## src/rtl/cbs_pkg.sv

```systemverilog
// Shared fixed-point constants and helpers for the CBS activation stages.
// Activations use FRAC fractional bits; hard-SiLU divides by 6 as *43 >> 8.
package cbs_pkg;

  localparam int FRAC        = 8;
  localparam int ACT_ONE     = 1 << FRAC;
  localparam int ACT_THREE   = 3 * ACT_ONE;
  localparam int SIXTH_NUM   = 43;
  localparam int SIXTH_SHIFT = 8;

  localparam logic signed [15:0] SAT16_MAX = 16'sh7FFF;
  localparam logic signed [15:0] SAT16_MIN = 16'sh8000;

  function automatic logic signed [15:0] sat16(input logic signed [32:0] v);
    if (v > 33'sd32767)
      return SAT16_MAX;
    else if (v < -33'sd32768)
      return SAT16_MIN;
    else
      return 16'(v);
  endfunction

endpackage

```

## src/rtl/bn_silu_lane.sv

```systemverilog
// One lane of the folded BatchNorm + hard-SiLU pipeline (S1 scale, S2 bias/sat, S3 SiLU).
// All three stages advance together on i_en; the control path lives in the top.
module bn_silu_lane
  import cbs_pkg::*;
#(
  parameter int SCALE_SHIFT = 8
) (
  input  logic               i_clk,
  input  logic               i_rst,
  input  logic               i_en,
  input  logic signed [15:0] i_conv,
  input  logic signed [15:0] i_scale,
  input  logic signed [15:0] i_bias,
  output logic signed [15:0] o_act
);

  localparam logic signed [15:0] L_POS_THREE = 16'(ACT_THREE);
  localparam logic signed [15:0] L_NEG_THREE = 16'(-ACT_THREE);
  localparam int                 L_SILU_SHR  = FRAC + SIXTH_SHIFT;

  logic signed [31:0] w_prod;
  logic signed [31:0] w_shifted;
  logic signed [32:0] w_sum;
  logic signed [15:0] w_y;
  logic signed [16:0] w_t;
  logic signed [31:0] w_poly;
  logic signed [15:0] w_silu;

  logic signed [31:0] r_s1;
  logic signed [15:0] r_y;
  logic signed [16:0] r_t;
  logic signed [15:0] r_act;

  assign w_prod    = i_conv * i_scale;
  assign w_shifted = w_prod >>> SCALE_SHIFT;
  assign w_sum     = 33'(r_s1) + 33'(i_bias);
  assign w_y       = sat16(w_sum);
  assign w_t       = 17'(w_y) + 17'(ACT_THREE);

  // |y| < 3*ONE and 0 < t < 6*ONE inside the cubic region, so 32 bits cannot overflow.
  assign w_poly = 32'(r_y) * 32'(r_t) * 32'(SIXTH_NUM);

  always_comb begin
    w_silu = 16'sd0;
    if (r_y <= L_NEG_THREE)
      w_silu = 16'sd0;
    else if (r_y >= L_POS_THREE)
      w_silu = r_y;
    else
      w_silu = 16'(w_poly >>> L_SILU_SHR);
  end

  always_ff @(posedge i_clk) begin
    if (i_rst) begin
      r_s1  <= '0;
      r_y   <= '0;
      r_t   <= '0;
      r_act <= '0;
    end else if (i_en) begin
      r_s1  <= w_shifted;
      r_y   <= w_y;
      r_t   <= w_t;
      r_act <= w_silu;
    end
  end

  assign o_act = r_act;

endmodule

```

## src/rtl/cbs_bn_silu_stage.sv

```systemverilog
// BN + hard-SiLU stage for dual-lane conv pairs: valid chain, global-stall handshake,
// scale/bias config and a row-pair counter that flags the last pair of each row.
module cbs_bn_silu_stage
  import cbs_pkg::*;
#(
  parameter int SCALE_SHIFT = 8,
  parameter int OUT_PAIRS   = 320
) (
  input  logic               i_clk,
  input  logic               i_rst,
  input  logic               i_in_valid,
  output logic               o_in_ready,
  input  logic signed [15:0] i_conv_a,
  input  logic signed [15:0] i_conv_b,
  input  logic               i_cfg_we,
  input  logic signed [15:0] i_cfg_scale,
  input  logic signed [15:0] i_cfg_bias,
  output logic               o_cfg_busy,
  output logic               o_out_valid,
  input  logic               i_out_ready,
  output logic signed [15:0] o_act_a,
  output logic signed [15:0] o_act_b,
  output logic               o_out_last
);

  localparam int                 CW        = (OUT_PAIRS > 1) ? $clog2(OUT_PAIRS) : 1;
  localparam logic [CW-1:0]      LAST_CNT  = CW'(OUT_PAIRS - 1);
  localparam logic signed [15:0] SCALE_ONE = 16'(1 << SCALE_SHIFT);

  logic               r_v1, r_v2, r_v3;
  logic signed [15:0] r_scale;
  logic signed [15:0] r_bias;
  logic [CW-1:0]      r_cnt;

  logic               w_advance;
  logic               w_busy;
  logic               w_cfg_load;
  logic               w_xfer;
  logic signed [15:0] w_scale_eff;

  assign w_advance  = !r_v3 || i_out_ready;
  assign w_busy     = r_v1 || r_v2 || r_v3;
  assign w_cfg_load = i_cfg_we && !w_busy;
  assign w_xfer     = r_v3 && i_out_ready;

  // A pair entering with the config write already uses the new scale; bias is
  // consumed one stage later, by which time r_bias holds the new value.
  assign w_scale_eff = w_cfg_load ? i_cfg_scale : r_scale;

  always_ff @(posedge i_clk) begin
    if (i_rst) begin
      r_v1 <= 1'b0;
      r_v2 <= 1'b0;
      r_v3 <= 1'b0;
    end else if (w_advance) begin
      r_v1 <= i_in_valid;
      r_v2 <= r_v1;
      r_v3 <= r_v2;
    end
  end

  always_ff @(posedge i_clk) begin
    if (i_rst) begin
      r_scale <= SCALE_ONE;
      r_bias  <= '0;
    end else if (w_cfg_load) begin
      r_scale <= i_cfg_scale;
      r_bias  <= i_cfg_bias;
    end
  end

  always_ff @(posedge i_clk) begin
    if (i_rst)
      r_cnt <= '0;
    else if (w_xfer)
      r_cnt <= (r_cnt == LAST_CNT) ? '0 : r_cnt + CW'(1);
  end

  bn_silu_lane #(.SCALE_SHIFT(SCALE_SHIFT)) u_lane_a (
    .i_clk   (i_clk),
    .i_rst   (i_rst),
    .i_en    (w_advance),
    .i_conv  (i_conv_a),
    .i_scale (w_scale_eff),
    .i_bias  (r_bias),
    .o_act   (o_act_a)
  );

  bn_silu_lane #(.SCALE_SHIFT(SCALE_SHIFT)) u_lane_b (
    .i_clk   (i_clk),
    .i_rst   (i_rst),
    .i_en    (w_advance),
    .i_conv  (i_conv_b),
    .i_scale (w_scale_eff),
    .i_bias  (r_bias),
    .o_act   (o_act_b)
  );

  assign o_in_ready  = w_advance;
  assign o_cfg_busy  = w_busy;
  assign o_out_valid = r_v3;
  assign o_out_last  = r_v3 && (r_cnt == LAST_CNT);

endmodule

```

## config.mk

```make
export PLATFORM = sky130hd
export DESIGN_NAME = cbs_bn_silu_stage
export DESIGN_NICKNAME = d
export VERILOG_FILES = /design/src/rtl/cbs_pkg.sv /design/src/rtl/bn_silu_lane.sv /design/src/rtl/cbs_bn_silu_stage.sv
export SDC_FILE = /design/constraint.sdc
export NUM_CORES = 2
export LEC_CHECK = 0
export CAP_MARGIN = 20
export CORE_ASPECT_RATIO = 0.7
export CORE_MARGIN = 2
export CORE_UTILIZATION = 30
export DETAILED_ROUTE_END_ITERATION = 8
export GPL_TIMING_DRIVEN = 0
export PLACE_DENSITY_LB_ADDON = 0.1
export RECOVER_POWER = 50
export SLEW_MARGIN = 20
export SYNTH_ARGS = -nofsm -noshare
export SYNTH_HDL_FRONTEND = slang
export SYNTH_SLANG_ARGS = --single-unit
```

## constraint.sdc

```tcl
create_clock -name i_clk -period 20.5 [get_ports i_clk]
set_input_delay 3.075 -clock i_clk [delete_from_list [all_inputs] [get_ports i_clk]]
set_output_delay 3.075 -clock i_clk [all_outputs]
set_load 0.02 [all_outputs]
```

==> key figures <==
Synthesis
  • Synth Flop Type: dfxtp_1
  • Yosys warns: 0
  • Unique masters post-synth: 83
  • Synth Register Bits: roughly 170
  • Syn Inst Count: approximately 5900
  • Syn_area_per_cell: a little under 9 µm²
  • EDFF count, synth: 0
  • Cell Area, Synth: 53130 µm²
  • Post-synthesis sequential area ratio: between 6 and 7%
  • Ys async rst share: 0%

Die
  • Die width: between 500 and 600 µm
  • DIE AREA: between 150000 and 200000 µm²
  • I/O pin count: 105
  • Rows: 129
  • Initial Util: a little under a third
  • Die Y: 356.1 µm
  • Core area: 176300 µm²

STA
  • Worst-case clock skew: around 31 ps
  • Fin. max-slew vios: 8
  • Least-Margin Pin Slew: approximately 3500 ps
  • RSZ-0062 raised after global routing: no
  • Post-route minimum period: 14130 ps
  • Final setup violation count: 0
  • Hold Vio Cnt, Final: 0
  • Final setup TNS: 0 ps
  • Relative slew slack: -137.0%
  • FMAX: 0.07079 GHz
  • Tcrit/Tclk final: roughly 70%

Detailed routing
  • DRT antenna net count: 0
  • Residual DRC count: 0
  • Iteration-0 DRC Markers: around 2400
  • Drt pass-1 iters: 5
  • Vias per cell: around 4.7
  • WL final: 176.0 mm
  • Vias: 39330
  • Avg WL per Cell: between 20 and 25 µm

Global routing
  • Total track usage: about a fifth
  • Largest net degree at the start of global routing: 20
  • Initial antenna violation count: 14
  • Vias in the first global route: around 42000
  • First-pass GRT wire length: 272.7 mm
  • Gr ovfl total: 0

Worst setup path
  • CP max FO: 10
  • FF-to-FF setup slack: between 8000 and 9000 ps
  • Worst setup endpoint: u_lane_a.r_s1[22]
  • Crit path launch type: input port
  • CP Launch Point: i_cfg_we
  • Slowest cell on the critical path: nor4b_1
  • Max incr delay on CP: ~2700 ps
  • Reg2reg end: u_lane_b.o_act[15]
  • Critical Path Sink Type: register
  • Worst path required time: around 21000 ps
  • Worst path arrival time: about 15000 ps
  • Critical path type: in2reg
  • FF-to-FF Start: u_lane_b.r_t[7]
  • Crit-path most repeated cell: fa_1
  • FF-to-FF path depth: 41

Outcome
  • Failing checks: max-capacitance violations, max-slew violations
  • Status: finished, violations left

Clock tree
  • Clock Sinks: 174
  • H-Tree Depth: 4
  • Register clock-pin slew on the reported worst setup and hold paths: 90 ps
  • CTS root buffer: clkbuf_16
  • CTS tree: done
  • # hold bufs at CTS: 0
  • Post-CTS sizing: 0
  • CTS buffer count: 17
  • Clock tree buffer depth: 2
  • Worst skew pair latency: 540 ps
  • Setup repair bufs after CTS: 0

Hold path
  • WHS Path Cells: 2
  • Worst hold-check path type: reg2reg

Final layout
  • Layout area overhead: 8.714%
  • # fillers: around 19000
  • Nets: 7810
  • Layout cells sized above 1: between 1.5 and 2%
  • Final core occ: between 30% and 40%

Place
  • GPL Wtd Cong: 0.8816
  • DP Wirelength: around 150 mm
  • I/O Buffers: between 100 and 150

Run
  • Max_cap viols: 1
stage by stage:
step | hold WS, ps | instance area, µm² | setup WS, ps | cells
after global routing | 479.4 | 57740 | 5814 | 8440
final | 458.6 | 57760 | 6373 | 8447
after CTS | 462.5 | 57760 | 8116 | 8439
after floorplan | 419.7 | 53130 | 10640 | 5945
after detailed placement | 449.2 | 57140 | 7694 | 8407
after global placement | 442.9 | 57120 | 7726 | 8407
cells by family (layout without fill, tap and decap cells):
family,after synthesis,count (layout),share of synthesized area [%]
DFF,174,174,6.556
buffers and inverters,1594,1730,11.29
adders and majority gates,1673,1673,55.59
AOI/OAI and AO/OA,666,666,8.035
xor gates and xnor gates,230,230,3.843
muxes,13,13,0.2496
other,1,10,0.007058
and+or+nand+nor,1593,1593,14.42
registers in the layout, indices dropped and copies added (netlist names), 9 cells and up:
register	cells
r_bias	16
r_cnt	9
r_scale	16
u_lane_a.o_act	16
u_lane_a.r_s1	24
u_lane_a.r_t	17
u_lane_b.o_act	16
u_lane_b.r_s1	24
u_lane_b.r_t	17
cell type report:
type	instances	area, µm²	area share (%)
diodes	8	20.02	0.03466
flip-flops and latches	174	3483	6.031
inverters	1348	5060	8.760
plain buffers	246	944.7	1.636
repair buffers	104	1041	1.802
clock buffers	17	425.4	0.7365
multi-input cells	4177	43640	75.56
clock inverters	15	192.7	0.3336
well taps	2358	2950	5.108
placed cells by master (no fill, tap or decap), drive strengths merged, types with 18 or more instances in the layout:
master | Yosys | final
nor2b | 57 | 57
and3 | 29 | 29
dlygate4sd3 | 0 | 37
o21bai | 22 | 22
or2 | 39 | 39
ha | 527 | 527
clkbuf | 232 | 251
nor3 | 29 | 29
nand3 | 38 | 38
nand2b | 33 | 33
o21a | 26 | 26
clkdlybuf4s50 | 0 | 67
a21o | 62 | 62
fa | 1146 | 1146
nand2 | 763 | 763
nand4 | 18 | 18
nor2 | 157 | 157
inv | 1348 | 1355
dfxtp | 174 | 174
a21oi | 233 | 233
a31oi | 18 | 18
a22oi | 20 | 20
xnor2 | 163 | 163
and2 | 374 | 374
xor2 | 65 | 65
o21ai | 141 | 141
a211oi | 29 | 29
cells in the mapped netlist (8+ instances only):
cell type / instances / area share (%)
or3_1: 12 / 0.14
nor4_1: 13 / 0.15
nand2b_1: 33 / 0.39
a21o_1: 62 / 0.88
dfxtp_1: 174 / 6.6
o21ai_0: 128 / 1.2
o31ai_1: 8 / 0.11
nand4_1: 18 / 0.21
a211o_1: 10 / 0.16
fa_1: 1146 / 43
and2_1: 373 / 4.4
a22oi_1: 20 / 0.28
nand3_1: 38 / 0.36
inv_1: 1347 / 9.5
or4_1: 9 / 0.13
a21oi_1: 231 / 2.2
xor2_1: 65 / 1.1
o21a_1: 26 / 0.37
and3_1: 29 / 0.34
ha_1: 527 / 12
nor3_1: 29 / 0.27
mux2i_1: 11 / 0.21
a211oi_1: 29 / 0.41
nand2_1: 762 / 5.4
buf_1: 8 / 0.057
a31oi_1: 16 / 0.19
a222oi_1: 8 / 0.15
o21ai_1: 9 / 0.085
clkbuf_1: 231 / 1.6
nor2b_1: 57 / 0.67
a22o_1: 8 / 0.13
or2_2: 39 / 0.46
o21bai_1: 22 / 0.31
nor2_1: 157 / 1.1
xnor2_1: 163 / 2.7
o211ai_1: 12 / 0.17
a221oi_1: 9 / 0.15
metal layers:
| layer | up-vias | wire (µm) | GRT usage, % |
|---|---|---|---|
| li1 | 18320 | - | - |
| met1 | 20080 | 89790 | 30.90 |
| met2 | 814 | 72680 | 29.94 |
| met3 | 108 | 9941 | 3.414 |
| met4 | 4 | 3574 | 4.107 |
| met5 | - | 21 | 0 |
worst min path at each step:
stage | start | to | slack, ps
after CTS | u_lane_b.r_s1[15] | u_lane_b.r_s1[15] | 460
after global placement | u_lane_b.r_s1[15] | u_lane_b.r_s1[15] | 440
after detailed placement | u_lane_b.r_s1[15] | u_lane_b.r_s1[15] | 450
final | u_lane_b.r_s1[15] | u_lane_b.r_s1[15] | 460
after floorplan | u_lane_b.r_s1[15] | u_lane_b.r_s1[15] | 420
after global routing | u_lane_a.r_s1[0] | u_lane_a.r_s1[0] | 480
worst max-delay path: cells and delay by family:
| family | cells | cell delay, ps |
|---|---|---|
| compound gates | 7 | 1910 |
| buf+inv | 8 | 2370 |
| xor+xnor | 1 | 140 |
| simple gates | 6 | 3750 |
| fa+ha+maj | 7 | 3310 |
Power is not shown: default switching activity piles up to over one toggle a cycle in this logic, so the estimate is an artifact.
